$ cat src/rtl/hazard_unit_mc.sv
// Hazard/forwarding controller for the 5-stage pipeline with a multi-cycle EX occupancy FSM.
// Optional saturating stall counters are built when HAZARD_PERF_CNT_EN is defined.
module hazard_unit_mc #(
   parameter int REG_AW  = 5,
   parameter int MUL_LAT = 4,
   parameter int PERF_W  = 16
) (
   input  logic              CLK,
   input  logic              reset,
   input  logic [REG_AW-1:0] RsD,
   input  logic [REG_AW-1:0] RtD,
   input  logic [REG_AW-1:0] RsE,
   input  logic [REG_AW-1:0] RtE,
   input  logic [REG_AW-1:0] WriteRegE,
   input  logic [REG_AW-1:0] WriteRegM,
   input  logic [REG_AW-1:0] WriteRegW,
   input  logic              RegWriteE,
   input  logic              RegWriteM,
   input  logic              RegWriteW,
   input  logic              MemtoRegE,
   input  logic              MemtoRegM,
   input  logic              BranchD,
   input  logic              PCSrcD,
   input  logic              MulStartE,
   output logic [1:0]        ForwardAE,
   output logic [1:0]        ForwardBE,
   output logic              ForwardAD,
   output logic              ForwardBD,
   output logic              StallF,
   output logic              StallD,
   output logic              StallE,
   output logic              FlushD,
   output logic              FlushE,
   output logic              FlushM,
   output logic              MulBusy
`ifdef HAZARD_PERF_CNT_EN
   ,
   output logic [PERF_W-1:0] PerfLwStall,
   output logic [PERF_W-1:0] PerfBrStall,
   output logic [PERF_W-1:0] PerfMulStall
`endif
);

   localparam int CW = $clog2(MUL_LAT);

   typedef enum logic [1:0] {S_IDLE, S_RUN, S_DONE} state_t;

   state_t        state_q, state_d;
   logic [CW-1:0] cnt_q, cnt_d;
   logic          lwstall, branchstall, hz;

   always_ff @(posedge CLK) begin
      if (reset) begin
         state_q <= S_IDLE;
         cnt_q   <= '0;
      end else begin
         state_q <= state_d;
         cnt_q   <= cnt_d;
      end
   end

   always_comb begin
      state_d = state_q;
      cnt_d   = cnt_q;
      MulBusy = 1'b0;
      case (state_q)
         S_IDLE: begin
            if (MulStartE) begin
               MulBusy = 1'b1;
               if (MUL_LAT == 2) begin
                  state_d = S_DONE;
               end else begin
                  state_d = S_RUN;
                  cnt_d   = CW'(MUL_LAT - 2);
               end
            end
         end
         S_RUN: begin
            MulBusy = 1'b1;
            cnt_d   = cnt_q - 1'b1;
            if (cnt_q == CW'(1)) state_d = S_DONE;
         end
         // The op leaves EX this cycle; a new MulStartE belongs to the next op.
         S_DONE:  state_d = S_IDLE;
         default: state_d = S_IDLE;
      endcase
   end

   always_comb begin
      ForwardAE = 2'b00;
      ForwardBE = 2'b00;
      if (RsE != '0 && RsE == WriteRegM && RegWriteM)      ForwardAE = 2'b10;
      else if (RsE != '0 && RsE == WriteRegW && RegWriteW) ForwardAE = 2'b01;
      if (RtE != '0 && RtE == WriteRegM && RegWriteM)      ForwardBE = 2'b10;
      else if (RtE != '0 && RtE == WriteRegW && RegWriteW) ForwardBE = 2'b01;
   end

   assign ForwardAD = (RsD != '0) && (RsD == WriteRegM) && RegWriteM;
   assign ForwardBD = (RtD != '0) && (RtD == WriteRegM) && RegWriteM;

   assign lwstall     = MemtoRegE && ((RtE == RsD) || (RtE == RtD));
   assign branchstall = BranchD &&
                        ((RegWriteE && ((WriteRegE == RsD) || (WriteRegE == RtD))) ||
                         (MemtoRegM && ((WriteRegM == RsD) || (WriteRegM == RtD))));
   assign hz          = lwstall || branchstall;

   always_comb begin
      StallF = hz;
      StallD = hz;
      StallE = 1'b0;
      FlushE = hz;
      FlushM = 1'b0;
      FlushD = PCSrcD && !hz;
      // A held EX stage drains bubbles into MEM and masks every other request.
      if (MulBusy) begin
         StallF = 1'b1;
         StallD = 1'b1;
         StallE = 1'b1;
         FlushE = 1'b0;
         FlushM = 1'b1;
         FlushD = 1'b0;
      end
   end

`ifdef HAZARD_PERF_CNT_EN
   logic [2:0]        perf_inc;
   logic [PERF_W-1:0] perf_q [3];

   assign perf_inc = {MulBusy, branchstall && !MulBusy, lwstall && !MulBusy};

   for (genvar gi = 0; gi < 3; gi++) begin : g_perf
      always_ff @(posedge CLK) begin
         if (reset)                                perf_q[gi] <= '0;
         else if (perf_inc[gi] && perf_q[gi] != '1) perf_q[gi] <= perf_q[gi] + 1'b1;
      end
   end

   assign PerfLwStall  = perf_q[0];
   assign PerfBrStall  = perf_q[1];
   assign PerfMulStall = perf_q[2];
`endif

endmodule

$ cat config.mk
export PLATFORM = sky130hd
export DESIGN_NAME = hazard_unit_mc
export DESIGN_NICKNAME = d
export VERILOG_FILES = /design/src/rtl/hazard_unit_mc.sv
export SDC_FILE = /design/constraint.sdc
export NUM_CORES = 1
export LEC_CHECK = 0
export ABC_AREA = 1
export ABC_CLOCK_PERIOD_IN_PS = 1100
export CORE_MARGIN = 2
export CORE_UTILIZATION = 32
export CTS_BUF_LIST = sky130_fd_sc_hd__clkbuf_8 sky130_fd_sc_hd__clkbuf_16
export DETAILED_ROUTE_END_ITERATION = 16
export PLACE_DENSITY = 0.84
export RECOVER_POWER = 50
export SYNTH_ARGS = -nofsm -noshare
export SYNTH_HDL_FRONTEND = slang
export SYNTH_SLANG_ARGS = --single-unit
export TNS_END_PERCENT = 100
$ cat constraint.sdc
create_clock -name CLK -period 1.1 [get_ports CLK]
set_input_delay 0.165 -clock CLK [delete_from_list [all_inputs] [get_ports CLK]]
set_output_delay 0.165 -clock CLK [all_outputs]
set_load 0.03 [all_outputs]
==> metrics, run 1 <==
status=complete, but fails checks; violated checks=setup timing; WL final=5950 um; worst reg2reg endpoint=cnt_q[1]; TritonCTS Sinks=4; Placed Cells=336; Seq/Total Area, Yosys=7.77%; final hold violation count=0; 1st-iter DRT viols=140; layout cells sized above 1=63.5%; CP Class=in2out; CTS root buffer=clkbuf_8; Layout area overhead=140%; Die H=60.8 um; CTS tree=done; Hold Crit Class=reg2reg; Filler cells=179; initial antenna violation count=0; Synth Register Bits=4; mux cell area share after synthesis=0%; Synth area leader=nand2_1; top post-synthesis cells by area=nand2_1 (26%), inv_1 (11%), xnor2_1 (10%); Remaining Overflow, GRT=0; vias in the first global route=1817; Clock Latency Late Sink=220 ps; post-route ant nets=0; Bufs on Longest Clock Path=2; RR Startpoint=state_q[0]; CTS H-tree lvls=1; dpl ws=-1110 ps; Hold Path Cell Cnt=1; final slew viol count=0; hold endpoint=cnt_q[0]; DRT Pass-1 Iters=5; Vias=1880; final instance area=0.00247 sq mm; die area=0.00369 sq mm; R2R setup slack=-170 ps; reg2reg path depth=10; Synth Area in XOR/XNOR=15.3%; die width=60.8 um; Post-Syn Nets=243; routed len/inst=17.1 um; main combinational cell family by area after synthesis=simple AND/OR/NAND/NOR gates; num ports=58; final count of negative-setup-slack endpoints=15; Compound-Gate Fraction of Synth Area=14.3%; Post-DP Area=0.00207 sq mm; Detailed Place HPWL=3310 um; antenna cells=0; Distinct cells, synth=26; Final WS setup=-545 ps; Worst EP required=940 ps; Power Total=1.61 mW; cells after synthesis=197; GPL Wtd Cong=0.884; Leak=1.22 nW; WHS=482 ps; # nets final=352; Remaining DRCs=0; largest net degree at the start of global routing=6; Max Fanout on Critical Path=4; adder-cell share of the synthesized area=1.21%; area share of the largest cell type after synthesis=25.8%; RSZ-0062 raised after global routing=true; Yosys Warn Count=0; endpoint class of the critical path=output port; Startpoint Class=input port; Rel. slew slack=70.6%; Num CTS Buffers=3; Post-Synth Simple-Gate Area=45.5%; starting density of the core=33.8%; syn_area_per_cell=5.23 sq um; std cell rows=20; Max IR drop VDD=1350 uV; max-cap viol count=0; mapped cell area=0.00103 sq mm; Tot GR Track Use=29.8%; Buffers on Ports=57; first-pass GRT wire length=8250 um; data arrival time of the critical path=1480 ps; hold path start=cnt_q[0]; Worst Tran Pin Value=438 ps; Placeable Area=0.00305 sq mm; Clock Skew=4.52 ps; footprint of the multi-input gates=0.00113 sq mm; Pwr Density=649 mW/mm^2; clock slew at reported path FFs=30 ps; Tmin final=1640 ps; Post-Layout Cell Count=348; maximum clock rate=608 MHz; DR vias/cell=5.40; crit share post-route=150%; register area=83.8 sq um
==> state kept, by name (all words and copies together) (netlist names) <==
name     flops
state_q      2
cnt_q        2
==> power breakdown <==
group          total (mW)  switching [mW]  leakage, nW  internal [mW]
Clock               0.306          0.0734       0.0216          0.233
Sequential          0.170          0.0127       0.0338          0.158
Combinational        1.13           0.593         1.17          0.536
==> layout by cell type (no fill, tap or decap), types with 5 or more instances in the layout <==
cell / Yosys / routed
nand2_1: 71 / 48
buf_4: 3 / 43
buf_6: 0 / 30
nand2_2: 1 / 20
inv_1: 30 / 13
inv_2: 5 / 13
buf_2: 2 / 10
nor2_4: 0 / 9
clkdlybuf4s15_2: 0 / 8
clkdlybuf4s50_1: 0 / 7
inv_4: 0 / 6
xnor2_1: 12 / 6
nand3_1: 8 / 6
xnor2_2: 0 / 6
xor2_1: 6 / 5
==> layer usage <==
| layer | vias to the layer above | track usage [%] | share of wire, % |
|---|---|---|---|
| li1 | 841 | - | - |
| met5 | - | 0 | 0 |
| met2 | 120 | 53.1 | 50 |
| met1 | 882 | 35.8 | 37 |
| met4 | 0 | 9.94 | 5.0 |
| met3 | 37 | 5.54 | 7.7 |
==> cells in the mapped netlist (all sizes together) <==
library cell and instances:
nand2 72, inv 35, nor2 16, xnor2 12
nand3 10, nor3 8, a21oi 7, xor2 6
buf 5, o21ai 5, dfxtp 4, o22ai 4
a311oi 2, nand4 2, o2111ai 2, o211ai 2
or2 2, a221oi 1, ha 1, nor4 1
==> final cells by class <==
| cell class | count | area share [%] |
|---|---|---|
| clock buffers | 3 | 1.67 |
| inverters | 35 | 7.28 |
| multi-input cells | 153 | 45.6 |
| flip-flops and latches | 4 | 3.39 |
| well taps | 44 | 2.23 |
| repair buffers | 109 | 39.8 |
==> repair_timing <==
item,4_1_cts,5_1_grt
hold buffers,0,0
pin swaps,52,37
buffers inserted,11,2
endpoints found under the setup margin,14,15
gates resized for setup,217,46
==> kinds of logic after synthesis <==
family | Yosys count
AOI/OAI and AO/OA | 23
xor gates and xnor gates | 18
adders and majority gates | 1
buffers and inverters | 40
DFF | 4
and+or+nand+nor | 111
==> critical path: stages <==
cell	delay, ps
clkbuf_4	160
xor2_1	180
nor3_1	270
nand3_1	180
nand2_1	140
nand2_2	110
a21oi_4	130
buf_6	140
==> worst max path at each step <==
stage | start | end | slack, ps | cells past startpoint
finish | RtD[0] | FlushE | -540 | 8
global route | RtD[0] | FlushE | -590 | 8
CTS | WriteRegM[0] | ForwardAD | -360 | 10
detailed placement | WriteRegM[0] | ForwardAE[0] | -1110 | 9
global placement | WriteRegM[0] | ForwardAE[0] | -1080 | 9
floorplan | WriteRegM[0] | ForwardAE[0] | -190 | 6
==> stage by stage <==
stage	utilization (%)	setup TNS [ps]
floorplan	-	-816
global route	81.0	-5770
detailed placement	68.0	-9180
CTS	77.6	-3630
global placement	68.0	-8970
finish	81.0	-5190
Note: power is estimated with default switching activity, not from simulation.
==> inputs of run 2 (changes only) <==
--- a/config.mk
+++ b/config.mk
@@ -8,10 +8,10 @@
 export ABC_AREA = 1
 export ABC_CLOCK_PERIOD_IN_PS = 1100
 export CORE_MARGIN = 2
-export CORE_UTILIZATION = 32
+export CORE_UTILIZATION = 35
 export CTS_BUF_LIST = sky130_fd_sc_hd__clkbuf_8 sky130_fd_sc_hd__clkbuf_16
 export DETAILED_ROUTE_END_ITERATION = 16
-export PLACE_DENSITY = 0.84
+export PLACE_DENSITY = 0.89
 export RECOVER_POWER = 50
 export SYNTH_ARGS = -nofsm -noshare
 export SYNTH_HDL_FRONTEND = slang
==> run 2 against run 1 <==
  * Sequential share of layout area about the same
  * The flow still finishes with violations (setup timing)
  * Clock power up 6%
  * Utilization up 7.4 points
  * Largest cell class unchanged
  * Highest routed layer unchanged
==> metrics, run 2 (synthesized netlist as in run 1, its figures left out) <==
num ports=58; final count of negative-setup-slack endpoints=15; commonest non-fill, non-tap cell in the layout=nand2_1; Tot GR Track Use=31.7%; Rel. slew slack=71.2%; register share of total power=10.2%; maximum clock rate=632 MHz; CTS H-tree lvls=1; Remaining Overflow, GRT=0; Clock Skew=5.55 ps; final slew viol count=0; R2R setup slack=-30 ps; Placeable Area=0.00278 sq mm; Vias=1917; vias in the first global route=1811; Tmin final=1580 ps; Leak=1.22 nW; Num CTS Buffers=3; DR vias/cell=5.67; layout cells sized above 1=62.2%; die width=58.3 um; Logic pwr share=70.2%; 1st-iter DRT viols=117; WHS=464 ps; sw frac=42.5%; status=complete, but fails checks; Filler cells=141; Remaining DRCs=0; internal power=0.945 mW; crit-path max cell delay=160 ps; WL final=6210 um; violated checks=setup timing; TritonCTS Sinks=4; Top Registers=cnt_q x2, state_q x2; Worst Tran Pin Value=428 ps; initial antenna violation count=0; die area=0.00340 sq mm; Pwr Density=668 mW/mm^2; reg2reg path depth=8; Final WS setup=-483 ps; Max IR drop VDD=1150 uV; Detailed Place HPWL=3370 um; post-route ant nets=0; DRT Pass-1 Iters=5; CTS root buffer=clkbuf_8; clock slew at reported path FFs=30 ps; Clk pwr share=19.6%; std cell rows=19; crit share post-route=144%; GPL Wtd Cong=0.992; final hold violation count=0; Clock Latency Late Sink=230 ps; max-cap viol count=0; slowest stage cell on the critical path=nor2_2; CP Class=in2out; largest net degree at the start of global routing=6; hold buffers post-CTS=0; net switching power=0.698 mW; first-pass GRT wire length=8190 um; footprint of the multi-input gates=0.00110 sq mm; endpoint class of the critical path=output port; routed len/inst=18.4 um; Hold Crit Class=reg2reg; Worst EP required=940 ps; Die H=58.3 um; RSZ-0062 raised after global routing=true; Bufs on Longest Clock Path=2; register area=83.8 sq um; Critical Path, Cell by Cell=buf_2 > inv_1 > nand2_1 > nand2_1 > nor2_2 > nand3_1 > nand2_1 > nand2_1 > nand2_1 > nand2_2 > nand3_4 > nor2_4 > buf_6; Layout area overhead=139%; data arrival time of the critical path=1420 ps; Hold Path Cell Cnt=1; final core occ=88.4%; Buffers on Ports=57; critical path's most frequent cell=nand2_1; antenna cells=0; most frequent cells in the layout=nand2_1 (45), buf_4 (44), buf_6 (26); starting density of the core=37.1%; CTS tree=done; # nets final=355; Startpoint Class=input port; Max Fanout on Critical Path=4
run 2: critical path, delay by kind of cell:
family	cells	cell delay, ps
and+or+nand+nor	10	920
buffers and inverters	3	310
run 2: layer usage:
layer | vias to the layer above | GRT usage (%) | share of wire, %
met5 | - | 0 | 0
met2 | 153 | 53.9 | 50
met3 | 38 | 6.70 | 9.2
li1 | 844 | - | -
met1 | 882 | 37.7 | 36
met4 | 0 | 15.0 | 4.6
run 2: area by class of cell:
class / count / share of cell area [%]
multi-input cells: 153 / 44.9
repair buffers: 112 / 41.1
inverters: 35 / 7.32
flip-flops and latches: 4 / 3.41
clock buffers: 3 / 1.68
well taps: 31 / 1.58
run 2: through the flow:
stage	instance area (sq um)	total power, mW	setup TNS (ps)	cells	setup WS (ps)
after floorplan	1200	0.604	-816	197	-188
after global placement	2070	1.03	-9060	324	-1080
after detailed placement	2070	1.05	-9430	324	-1130
after CTS	2310	1.48	-3530	336	-359
after global routing	2460	1.71	-5680	338	-592
final	2460	1.64	-4940	338	-483
run 2: power by group through the flow:
stage          registers (mW)  logic [mW]  clock network [mW]
4_1_cts                 0.168       0.993               0.316
3_5_place_dp            0.168       0.885                   0
5_1_grt                 0.168        1.21               0.336
2_1_floorplan           0.166       0.437                   0
6_report                0.167        1.15               0.323
3_3_place_gp            0.167       0.867                   0
run 2: what timing repair did:
item                       CTS  global route
buffers inserted            10             5
setup endpoints to repair   14            14
pin swaps                   51            29
gates resized for setup    205            59
run 2: final timing paths:
check                                start  endpoint
worst max-delay path                RtD[3]    FlushD
worst min-delay path              cnt_q[0]  cnt_q[0]
worst max register to register  state_q[0]  cnt_q[1]
worst min register to register    cnt_q[0]  cnt_q[0]
==> inputs of run 3 (changes only) <==
--- a/config.mk
+++ b/config.mk
@@ -7,7 +7,6 @@
 export LEC_CHECK = 0
 export ABC_AREA = 1
 export ABC_CLOCK_PERIOD_IN_PS = 1100
-export CORE_MARGIN = 2
 export CORE_UTILIZATION = 35
 export CTS_BUF_LIST = sky130_fd_sc_hd__clkbuf_8 sky130_fd_sc_hd__clkbuf_16
 export DETAILED_ROUTE_END_ITERATION = 16
@@ -16,4 +15,4 @@
 export SYNTH_ARGS = -nofsm -noshare
 export SYNTH_HDL_FRONTEND = slang
 export SYNTH_SLANG_ARGS = --single-unit
-export TNS_END_PERCENT = 100
+export TNS_END_PERCENT = 5
==> run 3 against run 2 <==
  * The run still ends with setup timing left
  * Combinational power is 15% lower
  * Global-route usage shrank 2.2 points
  * Wire length is 19% lower
  * Clock skew is 3.8 ps lower
  * Setup slack worse by 96 ps
  * Worst hold slack improved by 17 ps
  * Clock power is 9.0% lower
  * Final area fell by 9.5%
  * Utilization fell by 8.4 points
  * Non-clock buffer count decreased by 1
  * Sequential share of layout area increased by 0.24 points
  * Power is 12% lower
  * Critical endpoint unchanged
==> metrics, run 3 (synthesized netlist as in run 1, its figures left out) <==
initial antenna violation count=0; hold endpoint=cnt_q[0]; first-pass GRT wire length=7470 um; status=complete, but fails checks; data arrival time of the critical path=1510 ps; CTS root buffer=clkbuf_8; sw frac=40.0%; R2R setup slack=10 ps; violated checks=setup timing; CP startpoint=RtE[1]; net switching power=0.578 mW; hold path start=cnt_q[0]; final hold violation count=0; final count of negative-setup-slack endpoints=13; footprint of the multi-input gates=973 sq um; DRT Pass-1 Iters=4; final instance area=0.00223 sq mm; setup TNS=-5090 ps; register share of total power=11.6%; WL final=5000 um; Layout area overhead=116%; Detailed Place HPWL=3330 um; antenna cells=0; Startpoint Class=input port; die area=0.00317 sq mm; most frequent cells in the layout=nand2_1 (62), buf_4 (45), buf_6 (24); Leak=1.18 nW; # nets final=354; vias in the first global route=1712; 1st-iter DRT viols=113; routed len/inst=14.8 um; crit share post-route=153%; Rel. slew slack=80.4%; Clock Skew=1.79 ps; num ports=58; register area=81.3 sq um; Worst Tran Pin Value=293 ps; endpoint class of the critical path=output port; Tot GR Track Use=29.5%; TritonCTS Sinks=4; Clock Latency Late Sink=210 ps; Post-DP Area=0.00205 sq mm; post-route ant nets=0; dpl ws=-1140 ps; internal power=0.867 mW; Remaining DRCs=0; Bufs on Longest Clock Path=2; CTS H-tree lvls=1; worst reg2reg endpoint=cnt_q[1]; Vias=1789; clock slew at reported path FFs=30 ps; Pwr Density=649 mW/mm^2; Max Fanout on Critical Path=5; DR vias/cell=5.31; final slew viol count=0; commonest non-fill, non-tap cell in the layout=nand2_1; RSZ-0062 raised after global routing=true; std cell rows=19; Die H=56.3 um; Max IR drop VDD=1270 uV; reg2reg path depth=8; maximum clock rate=596 MHz; Hold Crit Class=reg2reg; Tmin final=1680 ps; CP Class=in2out; layout cells sized above 1=49.3%; Placeable Area=0.00278 sq mm; Filler cells=174; RR Startpoint=state_q[0]; Clk pwr share=20.4%; Remaining Overflow, GRT=0; Num CTS Buffers=3; die width=56.3 um; GPL Wtd Cong=0.844; CTS tree=done; Buffers on Ports=57; max-cap viol count=0; Worst EP required=940 ps; Logic pwr share=68.0%; Top Registers=cnt_q x2, state_q x2; Hold Path Cell Cnt=1; starting density of the core=37.1%; WHS=481 ps; Final WS setup=-579 ps; largest net degree at the start of global routing=6
-- run 3: cell types whose count changed in the layout (fill, tap and decap cells not counted), moves of 7 or more --
cell      change
buf_8         -7
inv_1         +7
buf_2         -9
clkbuf_2     +10
nand2_2      -14
nand2_1      +17
-- run 3: how the worst max path moves through the flow --
stage / slack (ps) / cells after the start / end
floorplan: -190 / 6 / ForwardAE[0]
global placement: -1060 / 9 / ForwardAE[0]
detailed placement: -1140 / 9 / ForwardAE[0]
CTS: -450 / 14 / StallF
global route: -620 / 10 / FlushD
finish: -580 / 10 / FlushD
-- run 3: timing repair --
action,CTS,global route
hold endpoints to repair,0,0
hold buffers,0,0
gates cloned,0,0
resized for setup,116,50
buffers inserted,4,4
pin swaps,28,29
setup endpoints to repair,14,14
-- run 3: cell type report --
class / count / share of cell area [%]
repair buffers: 111 / 42.2
flip-flops and latches: 4 / 3.65
well taps: 31 / 1.74
inverters: 35 / 6.85
multi-input cells: 153 / 43.7
clock buffers: 3 / 1.85
-- run 3: stage by stage --
stage          instances  util [%]  power [mW]
2_1_floorplan        197         -       0.585
3_3_place_gp         328      73.7        1.01
3_5_place_dp         328      73.7        1.03
4_1_cts              334      78.8        1.37
5_1_grt              337      80.1        1.52
6_report             337      80.1        1.44
-- run 3: power by group through the flow --
stage | logic, mW | registers, mW | clock network [mW]
after floorplan | 0.419 | 0.166 | 0
after global placement | 0.839 | 0.167 | 0
after detailed placement | 0.866 | 0.168 | 0
after CTS | 0.909 | 0.167 | 0.298
after global routing | 1.04 | 0.169 | 0.312
final | 0.982 | 0.168 | 0.294
-- run 3: layer usage --
metal / GRT usage [%] / vias up / routed length [um]
li1: - / 840 / -
met1: 32.7 / 829 / 1870
met2: 57.1 / 93 / 2580
met3: 3.92 / 27 / 324
met4: 9.41 / 0 / 223
met5: 0 / - / 0
-- run 3: worst max-delay path, cell delays in order --
cell,delay [ps]
dlygate4sd2_1,300
inv_2,120
nor2_1,50
nor3_1,200
nand3_1,140
nand2_1,140
nand2_2,100
nand3_4,120
nor2_4,50
buf_6,130
